==> config.mk <==
export PLATFORM = sky130hd
export DESIGN_NAME = ecc_mem_ctrl
export DESIGN_NICKNAME = d
export VERILOG_FILES = /design/src/rtl/ecc_mem_ctrl.sv
export SDC_FILE = /design/constraint.sdc
export NUM_CORES = 1
export LEC_CHECK = 0
export ABC_AREA = 1
export CAP_MARGIN = 10
export CORE_MARGIN = 8
export CORE_UTILIZATION = 60
export CTS_CLUSTER_SIZE = 16
export DETAILED_ROUTE_END_ITERATION = 12
export PLACE_DENSITY = 0.86
export SLEW_MARGIN = 15
export SYNTH_ARGS = -nofsm -noshare
export SYNTH_HDL_FRONTEND = slang
export SYNTH_SLANG_ARGS = --single-unit
==> constraint.sdc <==
create_clock -name clk -period 2.2 [get_ports clk]
set_clock_uncertainty 0.2 [all_clocks]
set_input_delay 0.44 -clock clk [delete_from_list [all_inputs] [get_ports clk]]
set_output_delay 0.44 -clock clk [all_outputs]
set_load 0.02 [all_outputs]
==> src/rtl/ecc_mem_ctrl.sv <==
// ECC-protected 12-bit codeword store behind a valid/ready request port with detect-only checking.
// Optional background scrubber enabled by defining ECC_SCRUB_EN.
module ecc_mem_ctrl #(
    parameter int unsigned ADDR_W         = 4,
    parameter int unsigned SCRUB_INTERVAL = 256
) (
    input  logic              clk,
    input  logic              rst_n,
    input  logic              req_valid,
    output logic              req_ready,
    input  logic              req_we,
    input  logic [ADDR_W-1:0] req_addr,
    input  logic [7:0]        req_wdata,
    input  logic [11:0]       req_inj_mask,
    output logic              rsp_valid,
    input  logic              rsp_ready,
    output logic [7:0]        rsp_rdata,
    output logic              rsp_err,
    output logic [7:0]        err_count,
    output logic              scrub_err,
    output logic [ADDR_W-1:0] scrub_err_addr
);

    localparam int unsigned DEPTH = 1 << ADDR_W;

`ifdef ECC_SCRUB_EN
    typedef enum logic [2:0] {
        StIdle, StWrite, StRead, StCheck, StResp, StScrubRd, StScrubChk
    } state_e;
`else
    typedef enum logic [2:0] {
        StIdle, StWrite, StRead, StCheck, StResp
    } state_e;
`endif

    function automatic logic [3:0] parity(input logic [7:0] d);
        logic [3:0] p;
        p[0] = d[0] ^ d[1] ^ d[2];
        p[1] = d[1] ^ d[3] ^ d[4];
        p[2] = d[2] ^ d[5] ^ d[6];
        p[3] = d[3] ^ d[6] ^ d[7];
        return p;
    endfunction

    state_e              state_q, state_d;
    logic [ADDR_W-1:0]   addr_q;
    logic [7:0]          wdata_q;
    logic [11:0]         mask_q;
    logic [11:0]         cw_q;
    logic [11:0]         mem_q [DEPTH];
    logic [7:0]          err_count_q;
    logic                err_inc;
    logic                syn_err;

    assign syn_err = |(parity(cw_q[11:4]) ^ cw_q[3:0]);

`ifdef ECC_SCRUB_EN
    localparam int unsigned CNT_W = $clog2(SCRUB_INTERVAL);

    logic [CNT_W-1:0]  idle_cnt_q;
    logic [ADDR_W-1:0] scrub_addr_q;
    logic              scrub_err_q;
    logic [ADDR_W-1:0] scrub_err_addr_q;
`endif

    always_comb begin
        state_d = state_q;
        err_inc = 1'b0;
        case (state_q)
            StIdle: begin
                // A live request always beats a due scrub.
                if (req_valid) begin
                    state_d = req_we ? StWrite : StRead;
                end
`ifdef ECC_SCRUB_EN
                else if (idle_cnt_q == CNT_W'(SCRUB_INTERVAL - 1)) begin
                    state_d = StScrubRd;
                end
`endif
            end
            StWrite: state_d = StIdle;
            StRead:  state_d = StCheck;
            StCheck: begin
                err_inc = syn_err;
                state_d = rsp_ready ? StIdle : StResp;
            end
            StResp: begin
                if (rsp_ready) begin
                    state_d = StIdle;
                end
            end
`ifdef ECC_SCRUB_EN
            StScrubRd:  state_d = StScrubChk;
            StScrubChk: begin
                err_inc = syn_err;
                state_d = StIdle;
            end
`endif
            default: state_d = StIdle;
        endcase
    end

    always_ff @(posedge clk or negedge rst_n) begin
        if (!rst_n) begin
            state_q     <= StIdle;
            addr_q      <= '0;
            wdata_q     <= '0;
            mask_q      <= '0;
            cw_q        <= '0;
            err_count_q <= '0;
        end else begin
            state_q <= state_d;
            if (state_q == StIdle && req_valid) begin
                addr_q <= req_addr;
                if (req_we) begin
                    wdata_q <= req_wdata;
                    mask_q  <= req_inj_mask;
                end
            end
            if (state_q == StRead) begin
                cw_q <= mem_q[addr_q];
            end
`ifdef ECC_SCRUB_EN
            if (state_q == StScrubRd) begin
                cw_q <= mem_q[scrub_addr_q];
            end
`endif
            if (err_inc && err_count_q != 8'hFF) begin
                err_count_q <= err_count_q + 8'd1;
            end
        end
    end

    // Reset loads all-zero entries, which are valid codewords.
    always_ff @(posedge clk or negedge rst_n) begin
        if (!rst_n) begin
            for (int unsigned i = 0; i < DEPTH; i++) begin
                mem_q[i] <= '0;
            end
        end else if (state_q == StWrite) begin
            mem_q[addr_q] <= {wdata_q, parity(wdata_q)} ^ mask_q;
        end
    end

`ifdef ECC_SCRUB_EN
    always_ff @(posedge clk or negedge rst_n) begin
        if (!rst_n) begin
            idle_cnt_q       <= '0;
            scrub_addr_q     <= '0;
            scrub_err_q      <= 1'b0;
            scrub_err_addr_q <= '0;
        end else begin
            if (state_q == StIdle && state_d == StIdle) begin
                idle_cnt_q <= idle_cnt_q + CNT_W'(1);
            end else begin
                idle_cnt_q <= '0;
            end
            if (state_q == StScrubChk) begin
                scrub_addr_q <= scrub_addr_q + ADDR_W'(1);
                if (syn_err) begin
                    scrub_err_q      <= 1'b1;
                    scrub_err_addr_q <= scrub_addr_q;
                end
            end
        end
    end

    assign scrub_err      = scrub_err_q;
    assign scrub_err_addr = scrub_err_addr_q;
`else
    assign scrub_err      = 1'b0;
    assign scrub_err_addr = '0;
`endif

    assign req_ready = (state_q == StIdle);
    assign rsp_valid = (state_q == StCheck) || (state_q == StResp);
    assign rsp_rdata = rsp_valid ? cw_q[11:4] : 8'h00;
    assign rsp_err   = rsp_valid && syn_err;
    assign err_count = err_count_q;

endmodule
---- Yosys cells after proc, flatten, opt, wreduce, memory -nomap -nowiden ----
Cells that the tools add are included.
W data, S select, Z words.
storage, ports and cells
  output and inout bits ................... 24
  register bits ........................... 239
  input port bits ......................... 29
operators by class
  equal/unequal tests ..................... 7
  muxes and demuxes ....................... 13
  reduce and logical (&&, ||, !) cells .... 9
  bitwise operators ....................... 19
  add/subtract/negate cells ............... 1
  order comparisons ....................... 2
operator list
  cell                   number
  $bwmux W192            1
  $bmux W12 S4           1
  $demux W12 S4          1
  $mux W12               3
  $xor A1 B1 Y1          16
  $pmux W3 S4            1
  $xor A12 B12 Y12       1
  $mux W3                3
  $add A8 B1 Y8 const B  1
  $mux W8                1
  $ne A8 B8 Y1 const B   1
  $eq A3 B2 Y1 const B   2
  $ge A5 B5 Y1 const B   1
  $lt A5 B1 Y1 const B   1
  $not A4 Y5             1
  $logic_and A1 B1 Y1    4
  $ne A2 B2 Y1 const B   2
  $reduce_and A2 Y1      2
  $reduce_or A4 Y1       1
  $xor A4 B4 Y4          1
  $eq A3 B1 Y1 const B   1
  $eq A3 B3 Y1 const B   1
  $logic_not A3 Y1       1
  $mux W2                1
  2 further kinds        2

---- Longest topological paths before layout ----
  word-level depth ........................ 6
  gate-level depth with buffers ........... 11

---- Least setup slack after synthesis ----
Ideal clock, no wire load.
  path kind ............................... reg-to-output
  start point ............................. reg state_q[2]
  end point ............................... out rsp_err
  stages on the path, launching flop included .. 8
  setup slack ............................. 0.078 ns
  data required time ...................... 1.560 ns
  buffers on the path ..................... 0
  data arrival time ....................... 1.482 ns
  cell sequence ........................... dfrtp_1 -> inv_1 -> nand2_1 -> nor2_1 -> inv_1 -> nand2_1 -> clkinv_1 -> a21oi_1
on the way
  cells in the longest elaborated chain, start to end .. 3
  elaborated cells on any way between the ends .. 4
RTL lines
  element                                       RTL line  text
  from (decl)                                   45        state_e state_q, state_d;
  from (signal assigned)                        105       state_q <= StIdle;
  from (signal assigned)                        112       state_q <= state_d;
  $eq A3 B2 Y1 or $eq A3 B3 Y1 (tied branches)  176       assign rsp_valid = (state_q == StCheck) || (state_q == StResp);
  $logic_or A1 B1 Y1 *                          176
  net rsp_valid                                 15        output logic rsp_valid,
  $logic_and A1 B1 Y1 *                         178       assign rsp_err = rsp_valid && syn_err;
  to (decl)                                     18        output logic rsp_err,
The timed path passes the listed nets; every way through them passes the cells marked *.

---- Final worst setup path ----
  start point ............................. reg cw_q[7]
  end point ............................... out rsp_err
on the way
  cells in the longest elaborated chain, start to end .. 5
  elaborated cells on any way between the ends .. 7
RTL lines
  element                                        RTL line  text
  from (decl)                                    49        logic [11:0] cw_q;
  from (signal assigned)                         121       cw_q <= mem_q[addr_q];
  $xor A1 B1 Y1 (on tied branches) (2 in a row)  39, 41
  $xor A4 B4 Y4 *                                55        assign syn_err = |(parity(cw_q[11:4]) ^ cw_q[3:0]);
  $reduce_or A4 Y1 *                             55
  $logic_and A1 B1 Y1 *                          178
Every way passes the cells marked *; elsewhere a longest branch is shown, timed or not.

==> impl_metrics.csv <==
group,metric,value,unit
floorplan,start_util,61.49,%
sta,hold_ws,0.2690,ns
floorplan,die-area,23080,um2
cts,clk_pin_slew,0.06,ns
sta,worst_slack,-0.3134,ns
sta,fin_crit_sh,114.2,%
cts,htree_levels,1,
detailed_routing,first_pass_iters,6,
synthesis,ys_types,28,
synthesis,yosysSeqAreaShare,53.96,%
power_and_ir_drop,p_leak,6.556,nW
sta,timing.fmax,397.9,MHz
grt,grt_pass1_vias,9825,
worst_setup_path,r2r_cells,14,
floorplan,rows,49,
sta,worstMarginPinSlew,0.8017,ns
min_path,hold_class,"in2async",
worst_setup_path,cp.required,1.56,ns
detailed_routing,ant_nets,0,
detailed_routing,wirelength,33420,um
cts,cts_tree,"done",
grt,grt_pass1_wl,50810,um
detailed_routing,viasPerCell,5.887,
worst_setup_path,endpoint,"rsp_err",
final_layout,num_antenna_cells,0,
floorplan,die_w,151.9,um
synthesis,ys_seq_elements,239,
sta,setup_violations,18,
detailed_routing,vias,10110,
worst_setup_path,setup.worst_path.end_class,"output pin",
run_status,violations,"setup timing",
final_layout,mostFrequentLayoutCells,"451 x nand2_1, 234 x dfrtp_1, 192 x o21ai_0",
cts,clkSinkCount,239,
sta,timing.final.crit_period,2.513,ns
final_layout,num-nets-final,1504,
final_layout,drive_gt1_share,16.94,%
detailed_routing,drt_iter0_markers,1193,
detailed_routing,routedWlPerCell,19.47,um
detailed_routing,remaining_drc_errors,0,
placed_design,gp_congestion,0.8979,
worst_setup_path,cp-start-kind,"register",
cts,clock-root-buffer,"clkbuf_16",
worst_setup_path,rr_endpoint,"err_count[0]$_DFFE_PN0P_",
worst_setup_path,rrSetupSlack,-0.04,ns
worst_setup_path,critical_path_class,"reg2out",
power_and_ir_drop,ir_drop,0.002250,V
synthesis,yosysWarnings,0,
sta,slew_violations,0,
flow_run,timing.max_cap.violations,0,
worst_setup_path,arrival,1.87,ns
grt,grt_usage,26.69,%
grt,overflow,0,
worst_setup_path,startpoint,"cw_q[7]$_DFFE_PN0P_",
grt,grt_start_max_net_pins,58,
grt,antenna_found_initial,0,
worst_setup_path,cp_max_fo,5,
cts,clock_latency,0.52,ns
cts,numCtsBuffers,25,
synthesis,syn-instance-count,1358,
run_status,status,"finished with violations",
worst_setup_path,r2r_start,"state_q[2]$_DFFE_PN0P_",
final_layout,area_growth,22.07,%
floorplan,fp.coreArea,18020,um2
cts,clock_path_buffers,3,
placed_design,dpl.hpwl,19760,um
sta,slew_headroom,46.37,%
final_layout,final_common_cell,"nand2_1",
floorplan,ios,53,
sta,rsz0062_at_grt,"true",
placed_design,port_buffers,47,
synthesis,syn_area,11080,um2
synthesis,ys_async_sr_fraction,100.0,%
floorplan,die_h,151.9,um
sta,final_hold_viol_count,0,
synthesis,yosys_most_used_dff,"dfrtp_1",
synthesis,avgSynthCellArea,8.161,um2
placed_design,dp_slack,-0.2535,ns
synthesis,synth_edf_count,0,
power_and_ir_drop,power_density,1588,nW/um2
==> worst min-delay path by stage <==
stage	endpoint	cells past startpoint
2_1_floorplan	addr_q[0]$_DFFE_PN0P_	0
3_3_place_gp	mask_q[5]$_DFFE_PN0P_	1
3_5_place_dp	mask_q[0]$_DFFE_PN0P_	1
4_1_cts	mem_q[162]$_DFFE_PN0P_	2
5_1_grt	mem_q[137]$_DFFE_PN0P_	2
6_report	mask_q[11]$_DFFE_PN0P_	2
==> flip-flops by register name, indices dropped and copies added (netlist names) <==
register,count
mask_q,12
wdata_q,8
addr_q,4
cw_q,12
err_count,8
mem_q,192
state_q,3
==> power by group <==
| group | internal (mW) | switching, mW | leakage (nW) |
|---|---|---|---|
| clock network | 2.37 | 1.65 | 0.381 |
| registers | 6.21 | 1.13 | 3.11 |
| logic | 3.34 | 6.77 | 3.07 |
| total | 11.9 | 9.56 | 6.56 |
==> area by class of cell <==
| cell class | instances | area [um2] |
|---|---|---|
| timing repair inverter | 1 | 11.26 |
| inverter | 149 | 574.3 |
| multi-input combinational | 914 | 4497 |
| fill | 1133 | 4496 |
| sequential | 239 | 5987 |
| clock buffer | 41 | 775.7 |
| timing repair buffer | 144 | 1398 |
| tap | 229 | 286.5 |
==> metal layers <==
layer,global-route usage [%],routed length (um)
met5,0,0
met4,11.88,1539
met3,6.266,3526
met2,42.83,15900
met1,33.97,12460
==> cells by family after synthesis <==
| group | synth area share, % |
|---|---|
| AOI/OAI and AO/OA | 13.45 |
| xor gates and xnor gates | 1.976 |
| adders and majority gates | 0.1129 |
| buffers and inverters | 7.598 |
| DFF | 53.96 |
| muxes | 2.134 |
| other | 0.03384 |
| and+or+nand+nor | 20.74 |
==> cells in the mapped netlist, drive strengths merged (2+ instances only) <==
cell / n / area, um2
nand2: 470 / 1772
o21ai: 248 / 1241
dfrtp: 239 / 5981
inv: 148 / 555.5
nor2: 79 / 366.6
buf: 33 / 181.4
clkbuf: 27 / 101.4
a22oi: 22 / 165.2
mux2: 21 / 236.5
nand3: 15 / 75.07
xor2: 14 / 122.6
a21oi: 13 / 65.06
xnor2: 11 / 96.34
nand4: 9 / 56.30
o22ai: 3 / 18.77
nor3: 2 / 21.27
==> worst max-delay path, stage by stage (launching register included) <==
cell	delay [ns]
dfrtp_2	0.48
xnor2_1	0.33
nand2_1	0.11
nand2_2	0.11
nor2_4	0.05
a21oi_4	0.15
buf_6	0.13
==> stage by stage <==
stage / std cells / setup TNS (ns) / instance area, um2 / util, % / total power [mW]
final: 1717 / -1.725 / 13530 / 75.06 / 21.48
after global routing: 1717 / -2.477 / 13530 / 75.06 / 22.55
after CTS: 1705 / -0.5327 / 13170 / 73.06 / 20.12
after detailed placement: 1643 / -1.734 / 12210 / 67.74 / 15.80
after global placement: 1643 / -1.231 / 12210 / 67.74 / 15.41
after floorplan: 1362 / 0 / 11100 / - / 12.24
==> what timing repair did <==
action	CTS	global route
hold buffers	1	0
buffers inserted	19	15
endpoints found under the setup margin	13	157
pin swaps	4	20
gates resized for setup	81	87
hold endpoints to repair	51	0
gates cloned	1	0
Power figures use the tool's default switching activity.
